[config.mk]
export PLATFORM = sky130hd
export DESIGN_NAME = adder_8_bit
export DESIGN_NICKNAME = d
export VERILOG_FILES = /design/src/rtl/adder_8_bit_pkg.sv /design/src/rtl/adder_8_bit_full_adder.sv /design/src/rtl/adder_8_bit.sv
export SDC_FILE = /design/constraint.sdc
export NUM_CORES = 1
export LEC_CHECK = 0
export BUFFER_PORTS_ARGS = -buffer_cell sky130_fd_sc_hd__buf_2
export CAP_MARGIN = 10
export CORE_AREA = 3 3 40 42
export CTS_BUF_LIST = sky130_fd_sc_hd__clkbuf_4 sky130_fd_sc_hd__clkbuf_8 sky130_fd_sc_hd__clkbuf_16
export CTS_CLUSTER_SIZE = 40
export DETAILED_ROUTE_END_ITERATION = 16
export DIE_AREA = 0 0 43 45
export SYNTH_ARGS = -nofsm -noshare
export SYNTH_HDL_FRONTEND = slang
export SYNTH_HIERARCHICAL = 1
export SYNTH_SLANG_ARGS = --single-unit
[constraint.sdc]
create_clock -name clk -period 0.8 [get_ports clk]
set_clock_uncertainty 0.2 [all_clocks]
set_input_delay 0.04 -clock clk [delete_from_list [all_inputs] [get_ports clk]]
set_output_delay 0.04 -clock clk [all_outputs]
set_load 0.05 [all_outputs]
[src/rtl/adder_8_bit_pkg.sv]
// Shared constants for the registered ripple-carry adder.
// Width and reset values live here so the top and the bench agree.
package adder_8_bit_pkg;
  localparam int ADDER_WIDTH = 8;
  localparam logic [ADDER_WIDTH-1:0] SUM_RST = 8'h00;
  localparam logic CO_RST = 1'b0;
endpackage

[src/rtl/adder_8_bit_full_adder.sv]
// One-bit full adder.
// It is purely combinational and forms one link of the ripple chain.
module full_adder (
  input  logic a,
  input  logic b,
  input  logic ci,
  output logic s,
  output logic co
);
  assign s  = a ^ b ^ ci;
  assign co = (a & b) | (a & ci) | (b & ci);
endmodule

[src/rtl/adder_8_bit.sv]
// Ripple-carry adder with the sum and the carry-out captured in a register.
// Only carry_in[0] is used as the carry; the upper carry_in bits are inert.
module adder_8_bit
  import adder_8_bit_pkg::*;
#(
  parameter int WIDTH = ADDER_WIDTH
) (
  input  logic             clk,
  input  logic             rst_n,
  input  logic [WIDTH-1:0] a,
  input  logic [WIDTH-1:0] b,
  input  logic [WIDTH-1:0] carry_in,
  output logic [WIDTH-1:0] sum,
  output logic             carry_out
);
  logic [WIDTH:0]   c;
  logic [WIDTH-1:0] s;
  logic             unused_ci_hi;

  assign c[0] = carry_in[0];
  // Upper carry_in bits are deliberately dropped; they must never reach the outputs.
  assign unused_ci_hi = ^carry_in[WIDTH-1:1];

  for (genvar i = 0; i < WIDTH; i++) begin : g_fa
    full_adder u_fa (
      .a  (a[i]),
      .b  (b[i]),
      .ci (c[i]),
      .s  (s[i]),
      .co (c[i+1])
    );
  end

  always_ff @(posedge clk or negedge rst_n) begin
    if (!rst_n) begin
      sum       <= SUM_RST;
      carry_out <= CO_RST;
    end else begin
      sum       <= s;
      carry_out <= c[WIDTH];
    end
  end
endmodule

Word-level counts from Yosys, hierarchy flattened
Cells that the tools add are included.

$add $sub $neg: 0. Shift operators: 0. Reductions and logical operators: 0. $mul: 0. Mux-type cells: 0. Div/mod/pow operators: 0. Magnitude comparators: 0. Eq/ne operators: 0. Bitwise gates (word level): 56.

Operators with widths (count): 1-bit bitwise AND (24); 1-bit OR (16); 1-bit bitwise XOR (16).

Bits in latches: 0. Memories: 0. Bits in registers: 9. Output and inout bits: 9. Bits in read-only memories: 0. Input port bits: 26. RAM bits: 0.

Logic depth before layout (Yosys ltp)
Depth after elaboration: 24. Gate-level depth with buffers: 8. Mapped depth without buffers: 8.

Cells and area by module
Netlist, hierarchy kept.

Modules (own cells, without submodules): adder_8_bit (cells each 9, instances 1, area each 225.2 µm²); full_adder (cells each 1, instances 8, area each 20.0 µm²).

Least setup slack after synthesis
Ideal clock, no wire load.

Path type: input port to flip-flop. Start: input port a[0]. End: register sum[7]. Cell stages on the path: 8. Library setup time: 0.136 ns. Required time: 0.464 ns. Arrival: 3.155 ns. Path buffers: 0. Setup slack: -2.690 ns. Cell sequence: fa_1 > fa_1 > fa_1 > fa_1 > fa_1 > fa_1 > fa_1 > fa_1.

Cells in the longest elaborated chain, start to end: 22. Elaborated cells between the ends (all ways): 29.

Ends and longest elaborated chain: start, declared (line adder_8_bit.sv:10) `input logic [WIDTH-1:0] a,`; 1-bit bitwise AND (line adder_8_bit_full_adder.sv:11) `assign co = (a & b) | (a & ci) | (b & ci);`; 1-bit OR * (2 in series) (line adder_8_bit_full_adder.sv:11); 1-bit bitwise AND (line adder_8_bit_full_adder.sv:11); 1-bit OR (line adder_8_bit_full_adder.sv:11); 1-bit OR * (line adder_8_bit_full_adder.sv:11); net c[2] (line adder_8_bit.sv:16) `logic [WIDTH:0] c;`; 1-bit bitwise AND (line adder_8_bit_full_adder.sv:11); 1-bit OR (line adder_8_bit_full_adder.sv:11); [... 1 more ...]; net c[3] (line adder_8_bit.sv:16); [... 3 more ...]; net c[4] (line adder_8_bit.sv:16); [... 3 more ...]; net c[5] (line adder_8_bit.sv:16); [... 2 more ...]; 1-bit OR * (line adder_8_bit_full_adder.sv:11); net c[6] (line adder_8_bit.sv:16); 1-bit bitwise AND (line adder_8_bit_full_adder.sv:11); 1-bit OR (line adder_8_bit_full_adder.sv:11); 1-bit OR * (line adder_8_bit_full_adder.sv:11); net c[7] (line adder_8_bit.sv:16); 1-bit bitwise XOR * (line adder_8_bit_full_adder.sv:10) `assign s = a ^ b ^ ci;`; net s[7] (line adder_8_bit.sv:17) `logic [WIDTH-1:0] s;`; end signal, assigned (line adder_8_bit.sv:39) `sum <= s;`; end, declared (line adder_8_bit.sv:13) `output logic [WIDTH-1:0] sum,`.

The timed path passes the listed nets; every way through them passes the cells marked *.

Worst setup path in the final report
Start: input port a[0]. End: register sum[7].

Cells in the longest elaborated chain, start to end: 22. Elaborated cells between the ends (all ways): 29.

Ends and longest elaborated chain (line): 1-bit bitwise AND (adder_8_bit_full_adder.sv:11); 1-bit OR * (2 in series) (adder_8_bit_full_adder.sv:11); net c[1] (adder_8_bit.sv:16); 1-bit bitwise AND (adder_8_bit_full_adder.sv:11); 1-bit OR (adder_8_bit_full_adder.sv:11); 1-bit OR * (adder_8_bit_full_adder.sv:11); net c[2] (adder_8_bit.sv:16); 1-bit bitwise AND (adder_8_bit_full_adder.sv:11); [... 2 more ...]; net c[3] (adder_8_bit.sv:16); [... 3 more ...]; net c[4] (adder_8_bit.sv:16); [... 3 more ...]; net c[5] (adder_8_bit.sv:16); [... 2 more ...]; 1-bit OR * (adder_8_bit_full_adder.sv:11); net c[6] (adder_8_bit.sv:16); 1-bit bitwise AND (adder_8_bit_full_adder.sv:11); 1-bit OR (adder_8_bit_full_adder.sv:11); 1-bit OR * (adder_8_bit_full_adder.sv:11); net c[7] (adder_8_bit.sv:16); 1-bit bitwise XOR * (adder_8_bit_full_adder.sv:10); net s[7] (adder_8_bit.sv:17).

Marked as above.

==> flow_summary.toml <==
[outcome]
status = "finished, violations left"
violations = "hold timing, setup timing"

[yosys]
synth_top_family_by_area = "adder cells"
syn_avg_cell_area_um2 = 22.7
syn_nets = 51
synth_compound_area_share_pct = 0
synthSimpleGateAreaFrac_pct = 0
yosysSeqAreaShare_pct = 58.4
synth-seq-cells = 9
ys_warn_count = 6
synth_xor_area_share_pct = 0
synthAdderAreaFrac_pct = 41.6
ys_types = 2
netlist_area_um2 = 385
synth_cells = 17
synthMuxAreaShare_pct = 0

[detailed_routing]
dr.pass1.iters = 2
detail-route-antenna-nets = 0
vias_per_cell = 4.00
routed_wl_um = 655
route.detailed.drc = 0
drtIter0Drc = 1
wl_per_cell_um = 10.2
vias = 256

[critical_path]
worst_setup_path_end_kind = "flop"
worstPathRequired_ns = 0.72
crit_type = "primary input to flop"
crit_fanout = 1
arrival_ns = 3.04
cp-startpoint = "a[0]"
critPathLaunchType = "primary input"

[clocking]
cts_setup_buffers = 0
clkTransAtPathRegs_ns = 0.05
cts-root-buf = "clkbuf_4"
cts_made_buffers = 3
htreeDepth = 1
cts_buffer_depth = 2
holdBufCountCts = 1
numClockSinks = 9
cts_tree = "yes"

[die]
dieArea_mm2 = 0.00194
die-width_um = 43
initial_core_util_pct = 30.0
die_y_um = 45
ios = 35
num_rows = 13
core_area_mm2 = 0.00128

[power]
powerDensity_mw_per_mm2 = 2370
leakage_nw = 0.300
peakVddDrop_mv = 0.793

[timing]
relSlewSlack_pct = 87.8
finalWorstSetupSlack_ns = -2.32
finalHoldViolCount = 18
post-route-period-util_pct = 390
drv_slew = 0
fin_crit_ns = 3.12
setup_viol = 17
rsz0062_at_grt = "true"
hold-worst-slack_ns = -0.136
worst_pin_slew_ns = 0.183
timing.fmax_mhz = 320

[hold_path]
min_path_type = "primary input to flop"
hp-start = "b[7]"

[layout]
final_cells = 64
drive_gt1_share_pct = 93.9
n_antenna_cell = 0
areaGrowthSynthToFinish_pct = 73.7
nets = 84

[global_route]
track_usage_pct = 7.42
grt_max_degree = 10
grt_pass1_vias = 249
overflow = 0
grt_pass1_wl_um = 986
antenna_found_initial = 0

[placement]
pre_cts_slack_ns = -2.60
numPortBuffers = 27
routabilityCongestion = 0.680
placedCellCount = 59

[run]
maxCapViolations = 0
final cells by class:
type | count | area (um2)
timing repair buffer | 28 | 208
tap | 15 | 18.8
sequential | 9 | 235
fill | 119 | 616
clock buffer | 4 | 30.0
multi-input combinational | 8 | 178
placed cells by master, fill, tap and decap left out:
cell,synthesis,layout
buf_2,0,17
buf_6,0,10
dfrtp_2,0,8
fa_2,0,7
clkbuf_4,0,4
fa_1,8,1
dlygate4sd3_1,0,1
dfrtp_1,9,1
power by group:
part	internal (mW)	switching, mW	leakage, nW
clock	0.224	0.129	0.0184
sequential	0.550	0.0372	0.0969
combinational	0.243	0.402	0.184
cell usage after synthesis:
cell / instances / share of area, %
dfrtp_1: 9 / 58
fa_1: 8 / 42
kinds of logic after synthesis:
group,Yosys count
flops,9
fa+ha+maj,8
metrics by stage:
step	instance area [um2]	power (mW)	util [%]	setup TNS (ns)	hold slack [ns]
after global placement	567	1.11	44.1	-13.78	-0.307
after global routing	669	1.68	52.1	-13.82	-0.140
after detailed placement	567	1.12	44.1	-13.87	-0.307
final	669	1.59	52.1	-13.35	-0.136
after CTS	669	1.61	52.1	-13.52	-0.141
after floorplan	413	0.948	-	-12.43	-0.456
metal layers:
metal	track usage [%]	wire, um	up-vias
met5	0	0	-
met4	9.04	19	0
met3	0.398	80	2
met2	11.7	358	18
met1	8.29	196	121
li1	-	-	115
flip-flops by register name, summed over array words and instances, names as in the netlist:
register   cells
carry_out      1
sum            8
worst paths after layout:
check | end | slack (ns) | cells after the start
worst max-delay path | sum[7]$_DFF_PN0_ | -2.32 | 9
worst min-delay path | sum[7]$_DFF_PN0_ | -0.14 | 2
max in group asynchronous | sum[4]$_DFF_PN0_ | 0.26 | 2
min in group asynchronous | sum[2]$_DFF_PN0_ | -0.04 | 2
critical path: stages:
cell and delay (ns):
buf_6 0.10, fa_2 0.38, fa_2 0.35, fa_2 0.34
fa_2 0.34, fa_2 0.35, fa_2 0.37, fa_2 0.35
fa_1 0.43
timing repair:
item	CTS	global route
endpoints found under the hold margin	18	18
endpoints found under the setup margin	17	17
pin swaps	0	2
gates resized for setup	19	0
No activity file was read; power rests on OpenSTA's default activity.
